File: src/rtl/sram_axi4_rd_dma_if.sv
// Signal bundle between the read-DMA, the SRAM AXI4 slave (AR/R), the
// command source and the downstream stream consumer.
interface sram_axi4_rd_dma_if #(
  parameter int ADDR_W = 8,
  parameter int DATA_W = 64
);
  // command
  logic              i_cmd_valid;
  logic              o_cmd_ready;
  logic [ADDR_W-1:0] i_cmd_addr;
  logic [8:0]        i_cmd_beats;
  // AXI4 read address
  logic [ADDR_W-1:0] o_araddr;
  logic [7:0]        o_arlen;
  logic [2:0]        o_arsize;
  logic [1:0]        o_arburst;
  logic [3:0]        o_arid;
  logic              o_arvalid;
  logic              i_arready;
  // AXI4 read data
  logic [DATA_W-1:0] i_rdata;
  logic [1:0]        i_rresp;
  logic              i_rlast;
  logic              i_rvalid;
  logic              o_rready;
  // output stream
  logic [DATA_W-1:0] o_dat_data;
  logic              o_dat_last;
  logic              o_dat_valid;
  logic              i_dat_ready;
  // status
  logic              o_done;
  logic              o_err;

  modport master (
    input  i_cmd_valid, i_cmd_addr, i_cmd_beats,
    output o_cmd_ready,
    output o_araddr, o_arlen, o_arsize, o_arburst, o_arid, o_arvalid,
    input  i_arready,
    input  i_rdata, i_rresp, i_rlast, i_rvalid,
    output o_rready,
    output o_dat_data, o_dat_last, o_dat_valid,
    input  i_dat_ready,
    output o_done, o_err
  );

  modport slave (
    output i_cmd_valid, i_cmd_addr, i_cmd_beats,
    input  o_cmd_ready,
    input  o_araddr, o_arlen, o_arsize, o_arburst, o_arid, o_arvalid,
    output i_arready,
    output i_rdata, i_rresp, i_rlast, i_rvalid,
    input  o_rready,
    input  o_dat_data, o_dat_last, o_dat_valid,
    output i_dat_ready,
    input  o_done, o_err
  );
endinterface

File: src/rtl/sram_axi4_rd_dma.sv
// AXI4 read-burst DMA: splits one command into INCR bursts of <= MAX_BURST
// beats and streams the returned data out with zero added latency.
module sram_axi4_rd_dma #(
  parameter int          ADDR_W    = 8,
  parameter int          DATA_W    = 64,
  parameter int          MAX_BURST = 16,
  parameter logic [3:0]  ID        = 4'd1
) (
  input  logic               i_aclk,
  input  logic               i_areset,
  sram_axi4_rd_dma_if.master bus
);

  localparam int BEAT_BYTES = DATA_W / 8;
  localparam logic [ADDR_W-1:0] ADDR_INC  = ADDR_W'(BEAT_BYTES);
  localparam logic [8:0]        MAX_BEATS = 9'(MAX_BURST);

  typedef enum logic [1:0] {IDLE, AR, R, DONE} state_e;

  state_e            state_q, state_d;
  logic [ADDR_W-1:0] addr_q;
  logic [8:0]        rem_q;
  logic [8:0]        bcnt_q;
  logic [7:0]        arlen_q;
  logic              err_q;

  logic cmd_ready, arvalid, rready, dat_valid, done;
  logic r_beat, burst_end, beat_err;

  // AXI len field for the next burst given the beats still owed.
  function automatic logic [7:0] burst_len(input logic [8:0] rem);
    logic [8:0] n;
    n = (rem > MAX_BEATS) ? MAX_BEATS : rem;
    return 8'(n - 9'd1);
  endfunction

  assign r_beat    = (state_q == R) && bus.i_rvalid && bus.i_dat_ready;
  assign burst_end = r_beat && (bcnt_q == 9'd1);
  // rlast must coincide exactly with the counter's final beat
  assign beat_err  = (bus.i_rresp != 2'b00) || (bus.i_rlast != (bcnt_q == 9'd1));

  always_ff @(posedge i_aclk or posedge i_areset) begin
    if (i_areset) state_q <= IDLE;
    else          state_q <= state_d;
  end

  always_comb begin
    state_d   = state_q;
    cmd_ready = 1'b0;
    arvalid   = 1'b0;
    rready    = 1'b0;
    dat_valid = 1'b0;
    done      = 1'b0;
    unique case (state_q)
      IDLE: begin
        cmd_ready = 1'b1;
        if (bus.i_cmd_valid)
          state_d = (bus.i_cmd_beats == 9'd0) ? DONE : AR;
      end
      AR: begin
        arvalid = 1'b1;
        if (bus.i_arready) state_d = R;
      end
      R: begin
        rready    = bus.i_dat_ready;
        dat_valid = bus.i_rvalid;
        if (burst_end) state_d = (rem_q == 9'd1) ? DONE : AR;
      end
      DONE: begin
        done    = 1'b1;
        state_d = IDLE;
      end
      default: state_d = IDLE;
    endcase
  end

  always_ff @(posedge i_aclk or posedge i_areset) begin
    if (i_areset) begin
      addr_q  <= '0;
      rem_q   <= '0;
      bcnt_q  <= '0;
      arlen_q <= '0;
      err_q   <= 1'b0;
    end else begin
      unique case (state_q)
        IDLE: begin
          if (bus.i_cmd_valid) begin
            addr_q  <= bus.i_cmd_addr;
            rem_q   <= bus.i_cmd_beats;
            arlen_q <= burst_len(bus.i_cmd_beats);
            err_q   <= 1'b0;
          end
        end
        AR: begin
          if (bus.i_arready) bcnt_q <= {1'b0, arlen_q} + 9'd1;
        end
        R: begin
          if (r_beat) begin
            bcnt_q <= bcnt_q - 9'd1;
            rem_q  <= rem_q - 9'd1;
            addr_q <= addr_q + ADDR_INC;
            if (beat_err) err_q <= 1'b1;
            // next burst length is fixed before AR so it stays stable until handshake
            if (burst_end && (rem_q != 9'd1)) arlen_q <= burst_len(rem_q - 9'd1);
          end
        end
        default: ;
      endcase
    end
  end

  assign bus.o_cmd_ready = cmd_ready;
  assign bus.o_araddr    = addr_q;
  assign bus.o_arlen     = arlen_q;
  assign bus.o_arsize    = 3'($clog2(BEAT_BYTES));
  assign bus.o_arburst   = 2'b01;
  assign bus.o_arid      = ID;
  assign bus.o_arvalid   = arvalid;
  assign bus.o_rready    = rready;
  assign bus.o_dat_data  = bus.i_rdata;
  assign bus.o_dat_last  = (state_q == R) && (rem_q == 9'd1);
  assign bus.o_dat_valid = dat_valid;
  assign bus.o_done      = done;
  assign bus.o_err       = err_q;

endmodule
File: src/flat_wrapper.sv
// flat-port wrapper written by rule: the top's interface ports become plain ports
module sram_axi4_rd_dma_flat 
#(
  parameter int          ADDR_W    = 8,
  parameter int          DATA_W    = 64,
  parameter int          MAX_BURST = 16,
  parameter logic [3:0]  ID        = 4'd1
)
  (i_aclk, i_areset, bus_i_cmd_valid, bus_i_cmd_addr, bus_i_cmd_beats, bus_o_cmd_ready, bus_o_araddr, bus_o_arlen, bus_o_arsize, bus_o_arburst, bus_o_arid, bus_o_arvalid, bus_i_arready, bus_i_rdata, bus_i_rresp, bus_i_rlast, bus_i_rvalid, bus_o_rready, bus_o_dat_data, bus_o_dat_last, bus_o_dat_valid, bus_i_dat_ready, bus_o_done, bus_o_err);
  sram_axi4_rd_dma_if #(.ADDR_W(ADDR_W), .DATA_W(DATA_W)) bus_i ();
  input  logic i_aclk;
  input  logic i_areset;
  input wire logic [$bits(bus_i.i_cmd_valid)-1:0] bus_i_cmd_valid;
  input wire logic [$bits(bus_i.i_cmd_addr)-1:0] bus_i_cmd_addr;
  input wire logic [$bits(bus_i.i_cmd_beats)-1:0] bus_i_cmd_beats;
  output wire logic [$bits(bus_i.o_cmd_ready)-1:0] bus_o_cmd_ready;
  output wire logic [$bits(bus_i.o_araddr)-1:0] bus_o_araddr;
  output wire logic [$bits(bus_i.o_arlen)-1:0] bus_o_arlen;
  output wire logic [$bits(bus_i.o_arsize)-1:0] bus_o_arsize;
  output wire logic [$bits(bus_i.o_arburst)-1:0] bus_o_arburst;
  output wire logic [$bits(bus_i.o_arid)-1:0] bus_o_arid;
  output wire logic [$bits(bus_i.o_arvalid)-1:0] bus_o_arvalid;
  input wire logic [$bits(bus_i.i_arready)-1:0] bus_i_arready;
  input wire logic [$bits(bus_i.i_rdata)-1:0] bus_i_rdata;
  input wire logic [$bits(bus_i.i_rresp)-1:0] bus_i_rresp;
  input wire logic [$bits(bus_i.i_rlast)-1:0] bus_i_rlast;
  input wire logic [$bits(bus_i.i_rvalid)-1:0] bus_i_rvalid;
  output wire logic [$bits(bus_i.o_rready)-1:0] bus_o_rready;
  output wire logic [$bits(bus_i.o_dat_data)-1:0] bus_o_dat_data;
  output wire logic [$bits(bus_i.o_dat_last)-1:0] bus_o_dat_last;
  output wire logic [$bits(bus_i.o_dat_valid)-1:0] bus_o_dat_valid;
  input wire logic [$bits(bus_i.i_dat_ready)-1:0] bus_i_dat_ready;
  output wire logic [$bits(bus_i.o_done)-1:0] bus_o_done;
  output wire logic [$bits(bus_i.o_err)-1:0] bus_o_err;
  assign bus_i.i_cmd_valid = bus_i_cmd_valid;
  assign bus_i.i_cmd_addr = bus_i_cmd_addr;
  assign bus_i.i_cmd_beats = bus_i_cmd_beats;
  assign bus_o_cmd_ready = bus_i.o_cmd_ready;
  assign bus_o_araddr = bus_i.o_araddr;
  assign bus_o_arlen = bus_i.o_arlen;
  assign bus_o_arsize = bus_i.o_arsize;
  assign bus_o_arburst = bus_i.o_arburst;
  assign bus_o_arid = bus_i.o_arid;
  assign bus_o_arvalid = bus_i.o_arvalid;
  assign bus_i.i_arready = bus_i_arready;
  assign bus_i.i_rdata = bus_i_rdata;
  assign bus_i.i_rresp = bus_i_rresp;
  assign bus_i.i_rlast = bus_i_rlast;
  assign bus_i.i_rvalid = bus_i_rvalid;
  assign bus_o_rready = bus_i.o_rready;
  assign bus_o_dat_data = bus_i.o_dat_data;
  assign bus_o_dat_last = bus_i.o_dat_last;
  assign bus_o_dat_valid = bus_i.o_dat_valid;
  assign bus_i.i_dat_ready = bus_i_dat_ready;
  assign bus_o_done = bus_i.o_done;
  assign bus_o_err = bus_i.o_err;
  sram_axi4_rd_dma #(.ADDR_W(ADDR_W), .DATA_W(DATA_W), .MAX_BURST(MAX_BURST), .ID(ID)) u_core (.i_aclk(i_aclk), .i_areset(i_areset), .bus(bus_i));
endmodule
File: config.mk
export PLATFORM = sky130hd
export DESIGN_NAME = sram_axi4_rd_dma_flat
export DESIGN_NICKNAME = d
export VERILOG_FILES = /design/src/rtl/sram_axi4_rd_dma_if.sv /design/src/rtl/sram_axi4_rd_dma.sv /design/src/flat_wrapper.sv
export SDC_FILE = /design/constraint.sdc
export NUM_CORES = 1
export LEC_CHECK = 0
export ABC_AREA = 1
export ABC_CLOCK_PERIOD_IN_PS = 2800
export CAP_MARGIN = 40
export CELL_PAD_IN_SITES_DETAIL_PLACEMENT = 1
export CELL_PAD_IN_SITES_GLOBAL_PLACEMENT = 1
export CORE_MARGIN = 3
export CORE_UTILIZATION = 25
export CTS_CLUSTER_DIAMETER = 200
export DETAILED_ROUTE_END_ITERATION = 6
export PLACE_DENSITY_LB_ADDON = 0.1
export RECOVER_POWER = 50
export SETUP_SLACK_MARGIN = 0.2
export SYNTH_ARGS = -nofsm -noshare
export SYNTH_HDL_FRONTEND = slang
export SYNTH_SLANG_ARGS = --single-unit
export TNS_END_PERCENT = 10
File: constraint.sdc
create_clock -name i_aclk -period 2.8 [get_ports i_aclk]
set_clock_uncertainty 0.2 [all_clocks]
set_input_delay 0.42 -clock i_aclk [delete_from_list [all_inputs] [get_ports i_aclk]]
set_output_delay 0.42 -clock i_aclk [all_outputs]
set_load 0.02 [all_outputs]
==> flow_summary.toml <==
[run_status]
status = "completed"

[worst_setup_path]
worstSetupEndpointType = "flip-flop"
worst_ep_arrival_time_ns = 2.37
crit_type = "flip-flop to flip-flop"
reg2reg_setup_slack_ns = 0.40
worstPathMaxFanout = 5
worst-endpoint-required_ns = 2.76
worst_setup_path_start_kind = "flip-flop"

[synth]
synth_warnings = 0
ys_types = 39
count_of_flip_flops_with_a_built_in_enable_after_synthesis = 0
synth_area_leaders = "dfrtp_1 (30%), buf_4 (18%), nand2_1 (11%), inv_1 (4.9%), nor2_1 (4.3%)"
synth_top_flop_cell = "dfrtp_1"
synth.largest_area_cell = "dfrtp_1"
postSynthRegisterBits = 37
netlist.area_leader.share_pct = 30.2
ys_async_sr_fraction_pct = 100
syn-cell-area_um2 = 3070
postSynthAreaPerCell_um2 = 7.27
synthCells = 422
seq_area_frac_synth_pct = 30.2

[timing]
layout_min_cycle_time_ns = 2.40
setup-violations-final = 0
maxSlewViolCount = 0
fmaxAchievable_ghz = 0.416
rsz_0062_raised_after_global_routing = "yes"
worst_slew_pin_slew_ns = 1.07
timing.final.crit_share_pct = 85.8
max_slew_margin_pct = 28.8
finalSetupTns_ns = 0
timing.final.hold_violations = 0

[floorplanning]
core-area_um2 = 11700
num_rows = 39
die_height_um = 117
die_w_um = 117
fp.dieArea_um2 = 13600
floorplan.initialDensity_pct = 26.2
num_io_pins = 186

[cts]
cts.sinks = 37
path_clk_slew_ns = 0.06
cts_tree = "done"
clock_tree.buffer_depth = 2
post_cts_hold_buffer_count = 0
clock_root_buffer_master = "clkbuf_16"
tritoncts_buffer_count = 5
worstSkewPairLatency_ns = 0.28
cts_setup_buffers = 0
htree_levels = 2

[finish]
stdcell_count = 551
design.final.nets = 505
multi_input_area_um2 = 1430
area.sequential_um2 = 926
area.growth.synth_to_final_pct = 9.34
n_antenna_cell = 0
layout.cells.most_common = "nand2_1"
mostFrequentLayoutCells = "nand2_1 (88), clkdlybuf4s50_1 (46), inv_1 (39)"
nFillCells = 1449
final_layout_size_suffix_gt1_share_pct = 11.0

[pwr]
power.leakage_nw = 1.55
peakVddDrop_uv = 278
power.density_nw_per_um2 = 1130

[grt]
groute.usage.overall_pct = 13.1
grt_max_degree = 38
global_route_wire_length_before_repair_um = 14000
grt_antenna_before_repair = 0
grt_pass1_vias = 2678
globalRouteOverflowTotal = 0

[drt]
wl_um = 8490
wl_per_cell_um = 15.4
detailroute.via_count = 2518
violation_count_after_the_first_detailed_routing_iteration = 109
number_of_nets_with_antenna_violations_after_detailed_routing = 0
total_drc_errors_in_the_routed_layout = 0
vias_per_cell = 4.57
dr.pass1.iters = 4

[place]
dp.cells = 544
buffer_ports.inserted = 48
place_congestion = 0.793
hpwlAfterDp_um = 6370

[flow_run]
max_cap_viol_count = 0

[hold_path]
hp-class = "flip-flop to flip-flop"
## state kept, by name (all words and copies together), names as in the netlist
name                 cells
u_core.state_q           2
u_core.bus.o_arlen       8
u_core.bus.o_araddr      8
u_core.bus.o_err         1
u_core.rem_q             9
u_core.bcnt_q            9
## what timing repair did
action	4_1_cts	5_1_grt
resized for setup	1	4
setup endpoints to repair	1	3
pin swaps	0	0
## cell type report
cell class / count / share of cell area (%)
Inverter: 44 / 4.92
Clock buffer: 7 / 4.25
Tap cell: 143 / 5.33
Multi-Input combinational cell: 267 / 42.6
Timing Repair Buffer: 53 / 15.3
Sequential cell: 37 / 27.6
## through the flow
| stage | setup slack (ns) | total power (W) | util (%) | area [um2] | hold WS (ns) |
|---|---|---|---|---|---|
| after floorplan | 0.548 | 0.00259 | - | 3100 | 0.289 |
| after global placement | 0.183 | 0.00320 | 27.3 | 3200 | 0.263 |
| after detailed placement | 0.162 | 0.00321 | 27.3 | 3200 | 0.273 |
| after CTS | 0.213 | 0.00383 | 28.5 | 3340 | 0.293 |
| after global routing | 0.166 | 0.00417 | 28.7 | 3360 | 0.320 |
| final | 0.398 | 0.00379 | 28.7 | 3360 | 0.289 |
## report_power, final
group | switching [W] | internal [W] | total [W]
Combinational | 0.00129 | 0.000816 | 0.00211
Clock | 0.000234 | 0.000351 | 0.000584
Sequential | 0.000300 | 0.000795 | 0.00109
## kinds of logic (layout without fill, tap and decap cells)
group / after synthesis / in the layout / synth area share, %
xor+xnor: 7 / 7 / 2.24
other cells: 2 / 9 / 0.245
fa+ha+maj: 7 / 7 / 2.85
compound gates: 61 / 61 / 11.6
buf+inv: 125 / 104 / 24.6
flops: 37 / 37 / 30.2
simple gates: 183 / 183 / 28.3
## metal layers
| metal | up-vias | share of wire [%] | track usage, % |
|---|---|---|---|
| met5 | - | 0 | 0 |
| met4 | 0 | 2.2 | 5.58 |
| met3 | 26 | 6.1 | 3.08 |
| met2 | 68 | 43 | 20.0 |
| met1 | 1173 | 49 | 17.9 |
| li1 | 1251 | - | - |
## worst max-delay path, cell delays in order, from the launching register on
cell and delay (ns):
dfrtp_1 0.42, inv_1 0.14, buf_4 0.16, nand2_2 0.07, o21ai_1 0.14, nand2_1 0.12, nor2_4 0.20, nand4_1 0.13
o21ai_2 0.10, inv_2 0.07, ha_1 0.20, nand3_1 0.10, nor2_1 0.06, nand3_1 0.08, o21ai_0 0.07
## worst paths after layout
| check | cells after the start | start | endpoint |
|---|---|---|---|
| hold reg to reg | 2 | u_core.bus.o_araddr[2]$_DFFE_PP0P_ | u_core.bus.o_araddr[2]$_DFFE_PP0P_ |
| hold / removal | 2 | u_core.bus.o_araddr[2]$_DFFE_PP0P_ | u_core.bus.o_araddr[2]$_DFFE_PP0P_ |
| setup / recovery | 14 | u_core.rem_q[0]$_DFFE_PP0P_ | u_core.bus.o_arlen[6]$_DFFE_PP0P_ |
| max in group asynchronous | 3 | i_areset | u_core.bcnt_q[3]$_DFFE_PP0P_ |
| setup reg to reg | 14 | u_core.rem_q[0]$_DFFE_PP0P_ | u_core.bus.o_arlen[6]$_DFFE_PP0P_ |
| min in group asynchronous | 3 | i_areset | u_core.bus.o_err$_DFFE_PP0P_ |
## synth_stat cells (3+ instances only)
| library cell | count |
|---|---|
| nor3_1 | 5 |
| a21oi_1 | 16 |
| inv_1 | 40 |
| buf_4 | 75 |
| nor2_1 | 35 |
| a31oi_1 | 5 |
| xor2_1 | 4 |
| nor2_4 | 7 |
| buf_2 | 4 |
| nand2_1 | 89 |
| o21ai_2 | 3 |
| nand3_1 | 20 |
| nand2_2 | 6 |
| inv_2 | 4 |
| o21ai_1 | 4 |
| nand4_1 | 11 |
| ha_1 | 7 |
| dfrtp_1 | 37 |
| o21ai_0 | 22 |
| a22oi_1 | 3 |
(Power assumes the default switching activity.)
